`src/rtl/bydin_pkg.sv`:
```
// Shared definitions for the byte-deinterleaver read path: FSM encoding,
// frame geometry and default sizing.
package bydin_pkg;

    typedef enum logic [1:0] {
        IDLE  = 2'd0,
        READ  = 2'd1,
        DRAIN = 2'd2
    } rd_state_t;

    localparam int unsigned FRAME_ROWS     = 72;
    localparam int unsigned FRAME_COLS     = 224;
    localparam int unsigned FRAME_LEN_DEF  = FRAME_ROWS * FRAME_COLS;
    localparam int unsigned RD_LAT_DEF     = 4;
    localparam int unsigned FIFO_DEPTH_DEF = 16;
    localparam int unsigned CNT_W_DEF      = 14;

endpackage

```
`src/rtl/bydin_sync_fifo.sv`:
```
// Synchronous first-word-fall-through FIFO; push while full is accepted only
// when a pop frees the slot in the same cycle.
module bydin_sync_fifo #(
    parameter int unsigned WIDTH = 8,
    parameter int unsigned DEPTH = 16
) (
    input  logic                     clk,
    input  logic                     reset,
    input  logic                     push,
    input  logic [WIDTH-1:0]         push_data,
    input  logic                     pop,
    output logic [WIDTH-1:0]         pop_data,
    output logic [$clog2(DEPTH):0]   count,
    output logic                     full,
    output logic                     empty
);

    localparam int unsigned AW = $clog2(DEPTH);

    logic [WIDTH-1:0] mem [DEPTH];
    logic [AW-1:0]    wr_ptr;
    logic [AW-1:0]    rd_ptr;
    logic             do_push;
    logic             do_pop;

    assign empty    = (count == '0);
    assign full     = (count == (AW+1)'(DEPTH));
    assign do_pop   = pop & ~empty;
    assign do_push  = push & (~full | do_pop);
    assign pop_data = empty ? '0 : mem[rd_ptr];

    always_ff @(posedge clk) begin
        if (do_push)
            mem[wr_ptr] <= push_data;
    end

    always_ff @(posedge clk) begin
        if (reset) begin
            wr_ptr <= '0;
            rd_ptr <= '0;
            count  <= '0;
        end else begin
            if (do_push)
                wr_ptr <= wr_ptr + 1'b1;
            if (do_pop)
                rd_ptr <= rd_ptr + 1'b1;
            case ({do_push, do_pop})
                2'b10:   count <= count + 1'b1;
                2'b01:   count <= count - 1'b1;
                default: ;
            endcase
        end
    end

endmodule

```
`src/rtl/bydin_rd_ctrl.sv`:
```
// Frame read sequencer: issues FRAME_LEN read strobes per frame interrupt,
// credit-limited so returned bytes always fit in the output FIFO.
module bydin_rd_ctrl
    import bydin_pkg::*;
#(
    parameter int unsigned FRAME_LEN  = FRAME_LEN_DEF,
    parameter int unsigned RD_LAT     = RD_LAT_DEF,
    parameter int unsigned FIFO_DEPTH = FIFO_DEPTH_DEF,
    parameter int unsigned CNT_W      = CNT_W_DEF
) (
    input  logic       clk,
    input  logic       reset,
    input  logic       ctrl_enable,
    input  logic       bydin_int,
    output logic       mem_rd_ena,
    input  logic [7:0] mem_data_in,
    input  logic       mem_ena_in,
    output logic [7:0] spi_data,
    output logic       spi_valid,
    input  logic       spi_ready,
    output logic       frame_start,
    output logic       frame_done,
    output logic       busy,
    output logic       int_miss,
    output logic       proto_err
);

    localparam int unsigned CW = $clog2(FIFO_DEPTH) + 1;

    if ((FIFO_DEPTH < RD_LAT + 1) || ((FIFO_DEPTH & (FIFO_DEPTH - 1)) != 0) ||
        ((2 ** CNT_W) <= FRAME_LEN) || (FRAME_LEN < 1)) begin : g_param_check
        $error("bydin_rd_ctrl: illegal FRAME_LEN/RD_LAT/FIFO_DEPTH/CNT_W combination");
    end

    rd_state_t        state;
    logic             int_prev;
    logic             int_edge;
    logic [CNT_W-1:0] issue_left;
    logic [CNT_W-1:0] pop_cnt;
    logic [CW-1:0]    outstanding;
    logic [CW-1:0]    fifo_count;
    logic [CW:0]      credit_used;
    logic             fifo_full;
    logic             fifo_empty;
    logic             pop;
    logic             ret_ok;
    logic             ret_orphan;
    logic             push_overflow;

    bydin_sync_fifo #(
        .WIDTH (8),
        .DEPTH (FIFO_DEPTH)
    ) u_fifo (
        .clk       (clk),
        .reset     (reset),
        .push      (mem_ena_in),
        .push_data (mem_data_in),
        .pop       (pop),
        .pop_data  (spi_data),
        .count     (fifo_count),
        .full      (fifo_full),
        .empty     (fifo_empty)
    );

    assign int_edge      = bydin_int & ~int_prev;
    assign spi_valid     = ~fifo_empty;
    assign pop           = spi_valid & spi_ready;
    // Bytes in the FIFO plus bytes still in flight must never exceed its depth.
    assign credit_used   = {1'b0, fifo_count} + {1'b0, outstanding};
    assign mem_rd_ena    = (state == READ) && (issue_left != '0) &&
                           (credit_used < (CW+1)'(FIFO_DEPTH));
    assign frame_done    = pop && (state != IDLE) && (pop_cnt == CNT_W'(FRAME_LEN - 1));
    assign ret_ok        = mem_ena_in && (outstanding != '0);
    assign ret_orphan    = mem_ena_in && (outstanding == '0);
    assign push_overflow = mem_ena_in && fifo_full && ~pop;

    always_ff @(posedge clk) begin
        if (reset) begin
            state       <= IDLE;
            int_prev    <= 1'b0;
            issue_left  <= '0;
            pop_cnt     <= '0;
            outstanding <= '0;
            frame_start <= 1'b0;
            busy        <= 1'b0;
            int_miss    <= 1'b0;
            proto_err   <= 1'b0;
        end else begin
            int_prev    <= bydin_int;
            frame_start <= 1'b0;

            if (pop)
                pop_cnt <= pop_cnt + 1'b1;

            case ({mem_rd_ena, ret_ok})
                2'b10:   outstanding <= outstanding + 1'b1;
                2'b01:   outstanding <= outstanding - 1'b1;
                default: ;
            endcase

            if (ret_orphan || push_overflow)
                proto_err <= 1'b1;
            if (int_edge && busy)
                int_miss <= 1'b1;

            case (state)
                IDLE: begin
                    if (int_edge && ctrl_enable) begin
                        state       <= READ;
                        frame_start <= 1'b1;
                        busy        <= 1'b1;
                        issue_left  <= CNT_W'(FRAME_LEN);
                        pop_cnt     <= '0;
                    end
                end
                READ: begin
                    if (mem_rd_ena) begin
                        issue_left <= issue_left - 1'b1;
                        if (issue_left == CNT_W'(1))
                            state <= DRAIN;
                    end
                end
                DRAIN: begin
                    // Leave on the final pop so busy drops the cycle after frame_done.
                    if (frame_done || ((pop_cnt == CNT_W'(FRAME_LEN)) &&
                                       (outstanding == '0) && fifo_empty)) begin
                        state <= IDLE;
                        busy  <= 1'b0;
                    end
                end
                default: state <= IDLE;
            endcase
        end
    end

endmodule

```
`config.mk`:
```
export PLATFORM = sky130hd
export DESIGN_NAME = bydin_rd_ctrl
export DESIGN_NICKNAME = d
export VERILOG_FILES = /design/src/rtl/bydin_pkg.sv /design/src/rtl/bydin_sync_fifo.sv /design/src/rtl/bydin_rd_ctrl.sv
export SDC_FILE = /design/constraint.sdc
export NUM_CORES = 1
export LEC_CHECK = 0
export CAP_MARGIN = 10
export CORE_UTILIZATION = 30
export CTS_CLUSTER_SIZE = 30
export DETAILED_ROUTE_END_ITERATION = 7
export PLACE_DENSITY = 0.56
export SYNTH_ARGS = -nofsm -noshare
export SYNTH_HDL_FRONTEND = slang
export SYNTH_SLANG_ARGS = --single-unit
```
`constraint.sdc`:
```
create_clock -name clk -period 7.2 [get_ports clk]
set_input_delay 1.08 -clock clk [delete_from_list [all_inputs] [get_ports clk]]
set_output_delay 1.08 -clock clk [all_outputs]
set_load 0.01 [all_outputs]
```
==> impl_metrics.py <==
metrics = {
    "detailed_routing": {
        "vias": 4545,
        "drt_iter0_drc": 202,
        "met3_length_um": 743,
        "routed_via_density": 4.85,
        "wl_mm": 15.4,
        "route.met2.wl_mm": 7.78,
        "dr.pass1.iters": 4,
        "dr.max_layer_used": "met4",
        "drc": 0,
        "postRouteAntennaNets": 0,
        "met1_length_mm": 6.70,
        "wire_per_inst_um": 16.4,
    },
    "logic_synthesis": {
        "ys_seq_area_frac": 0.630,
        "syn_nets": 594,
        "synthCells": 557,
        "synth_edf_count": 128,
        "synth.cell_area_sq_mm": 0.00792,
        "synthFlopType": "edfxtp_1",
        "ys_warn_count": 0,
        "synth_area_per_cell_sq_um": 14.2,
        "synthArstFlopShare": 0,
        "synth_cell_types": 53,
        "ys_ff_latch": 185,
    },
    "grt": {
        "grt_max_degree": 37,
        "grt_pass1_vias": 4756,
        "antenna_found_initial": 0,
        "grt_pass1_wl_mm": 24.8,
        "grt_overflow": 0,
        "grt.total_usage": 0.123,
    },
    "sta": {
        "slew_headroom": 0.255,
        "final-hold-violation-count": 0,
        "setup-tns-final_ns": 0,
        "tightest_slew_ns": 1.12,
        "clock.fmax_ghz": 0.248,
        "min_period_ns": 4.03,
        "maxSlewViolCount": 0,
        "setup_viol": 0,
        "fin_skew_ns": 0.0108,
        "rsz0062_at_grt": "no",
        "period_share": 0.560,
    },
    "worst_setup_path": {
        "cp.arrival_ns": 2.95,
        "worstPathRequired_ns": 6.12,
        "critPathKind": "in -> out",
        "cp_max_fo": 6,
        "start_kind": "input pin",
        "end_kind": "primary output",
    },
    "place": {
        "io_buffers": 28,
        "gp_congestion": 0.827,
        "hpwl_mm": 10.2,
    },
    "status": {
        "status": "finished clean",
    },
    "clock_tree": {
        "cts_made_buffers": 17,
        "ctsHoldBuffers": 0,
        "clk_latency_ns": 0.44,
        "cts.clk_slew.worst_paths_ns": 0.07,
        "post_cts_resized": 0,
        "cts_sinks": 185,
        "cts_tree": "done",
        "htree_levels": 4,
        "clk_path_buf_depth": 2,
        "cts_setup_buffers": 0,
        "cts-root-buf": "clkbuf_16",
    },
    "die": {
        "num_io_pins": 29,
        "row_count": 59,
        "fp.dieW_um": 164,
        "dieArea_sq_mm": 0.0270,
        "die_h_um": 164,
        "start_util": 0.305,
        "core_sq_mm": 0.0260,
    },
    "final_layout": {
        "num_antenna_cells": 0,
        "synthToLayoutAreaGrowth_pct": 16.3,
        "drive_gt1_frac": 0.150,
        "postLayoutCoreUtil": 0.354,
        "nets": 626,
    },
    "hold_path": {
        "hold_class": "reg -> reg",
    },
    "power": {
        "p_per_area_mw_per_mm2": 335,
        "peakVddDrop_mv": 0.164,
        "p_leak_nw": 3.02,
    },
    "flow_run": {
        "maxCapViolations": 0,
    },
}
power breakdown:
group,total [mW],switching (mW),internal (mW)
logic,0.836,0.427,0.409
registers,1.28,0.0820,1.20
clock network,0.969,0.437,0.532
total,3.09,0.946,2.14
final timing paths:
kind / slack [ns] / from / to / cells past startpoint
hold / removal: 0.49 / int_miss / int_miss / 2
setup / recovery: 3.17 / spi_ready / frame_done / 5
hold reg to reg: 0.49 / int_miss / int_miss / 2
setup reg to reg: 3.75 / u_fifo.count[0] / u_fifo.count[4] / 11
flip-flops by register name, indices dropped and copies added, names as in the netlist, named ones only:
register       flops
u_fifo.mem       128
issue_left        14
pop_cnt           14
outstanding        5
u_fifo.count       5
u_fifo.rd_ptr      4
u_fifo.wr_ptr      4
state              2
busy               1
frame_start        1
int_miss           1
int_prev           1
proto_err          1
cell usage in the layout (no fill, tap or decap), types with 18 or more instances in the layout:
cell type / instances
a21oi_1: 23
xor2_1: 18
clkdlybuf4s50_1: 28
edfxtp_1: 128
mux2i_1: 20
inv_1: 21
dfxtp_1: 55
nor2_1: 63
ha_1: 21
mux4_2: 32
nand2_1: 18
metal layers:
metal,vias up,track usage
met5,-,0
met4,0,0.0379
met3,14,0.0281
met2,84,0.213
met1,2276,0.151
li1,2171,-
cell families (layout without fill, tap and decap cells):
family | count (synthesis) | in the layout | synth area share
AO/OA/AOI/OAI | 55 | 55 | 0.0428
XOR/XNOR | 31 | 31 | 0.0343
adder cells (fa/ha/maj) | 23 | 23 | 0.0382
buffers and inverters | 44 | 89 | 0.0216
flip-flops | 185 | 185 | 0.630
multiplexers | 54 | 54 | 0.119
AND/OR/NAND/NOR | 165 | 165 | 0.114
cells in the mapped netlist (2+ instances only):
master    count  area share
xor2_1       18       0.020
edfxtp_1    128        0.49
a31oi_1       2      0.0016
nand4_1      12      0.0095
ha_1         21       0.033
o21ai_0       7      0.0044
clkbuf_1     15      0.0071
dfxtp_1      57        0.14
nor4_4        2      0.0054
buf_2         5      0.0032
nor2_1       63       0.030
buf_1         3      0.0014
mux4_2       32       0.091
nor4_1        8      0.0063
and4_1        2      0.0022
or3b_2        3      0.0033
inv_1        21       0.010
a21oi_1      23       0.015
nand4b_1      2      0.0022
mux2_2        2      0.0028
nand2b_1      6      0.0047
nor3b_1       2      0.0019
a211oi_1      2      0.0019
mux2i_1      20       0.025
nand2_1      18      0.0085
xnor2_1      13       0.014
fa_1          2      0.0051
or4_1         3      0.0028
o22ai_1       8      0.0063
nand3_1      10      0.0063
a21o_1        4      0.0038
or2_2         2      0.0016
or3_1         6      0.0047
nor3_1       10      0.0063
nor2b_1       7      0.0055
per-stage QoR:
step | power [mW] | hold WS [ns] | cells | instance area, sq um | setup slack [ns]
2_1_floorplan | 1.87 | 0.461 | 557 | 7920 | 3.88
4_1_cts | 3.12 | 0.491 | 937 | 9210 | 3.18
3_3_place_gp | 2.12 | 0.462 | 905 | 8590 | 3.18
6_report | 3.09 | 0.489 | 937 | 9210 | 3.17
3_5_place_dp | 2.15 | 0.469 | 905 | 8590 | 3.11
5_1_grt | 3.25 | 0.535 | 937 | 9210 | 3.07
area by class of cell:
| type | instances | area, sq um |
|---|---|---|
| Fill cell | 2500 | 16800 |
| Sequential cell | 185 | 4990 |
| Multi-Input combinational cell | 328 | 2760 |
| Clock buffer | 17 | 425 |
| Tap cell | 335 | 419 |
| Timing Repair Buffer | 36 | 340 |
| Clock inverter | 15 | 199 |
| Inverter | 21 | 78.8 |
worst max-delay path, stage by stage:
cell             delay [ns]
clkdlybuf4s50_1        0.56
a21boi_0               0.26
nand2_1                0.15
nor4_1                 0.31
clkdlybuf4s50_1        0.59
(Power assumes the default switching activity.)
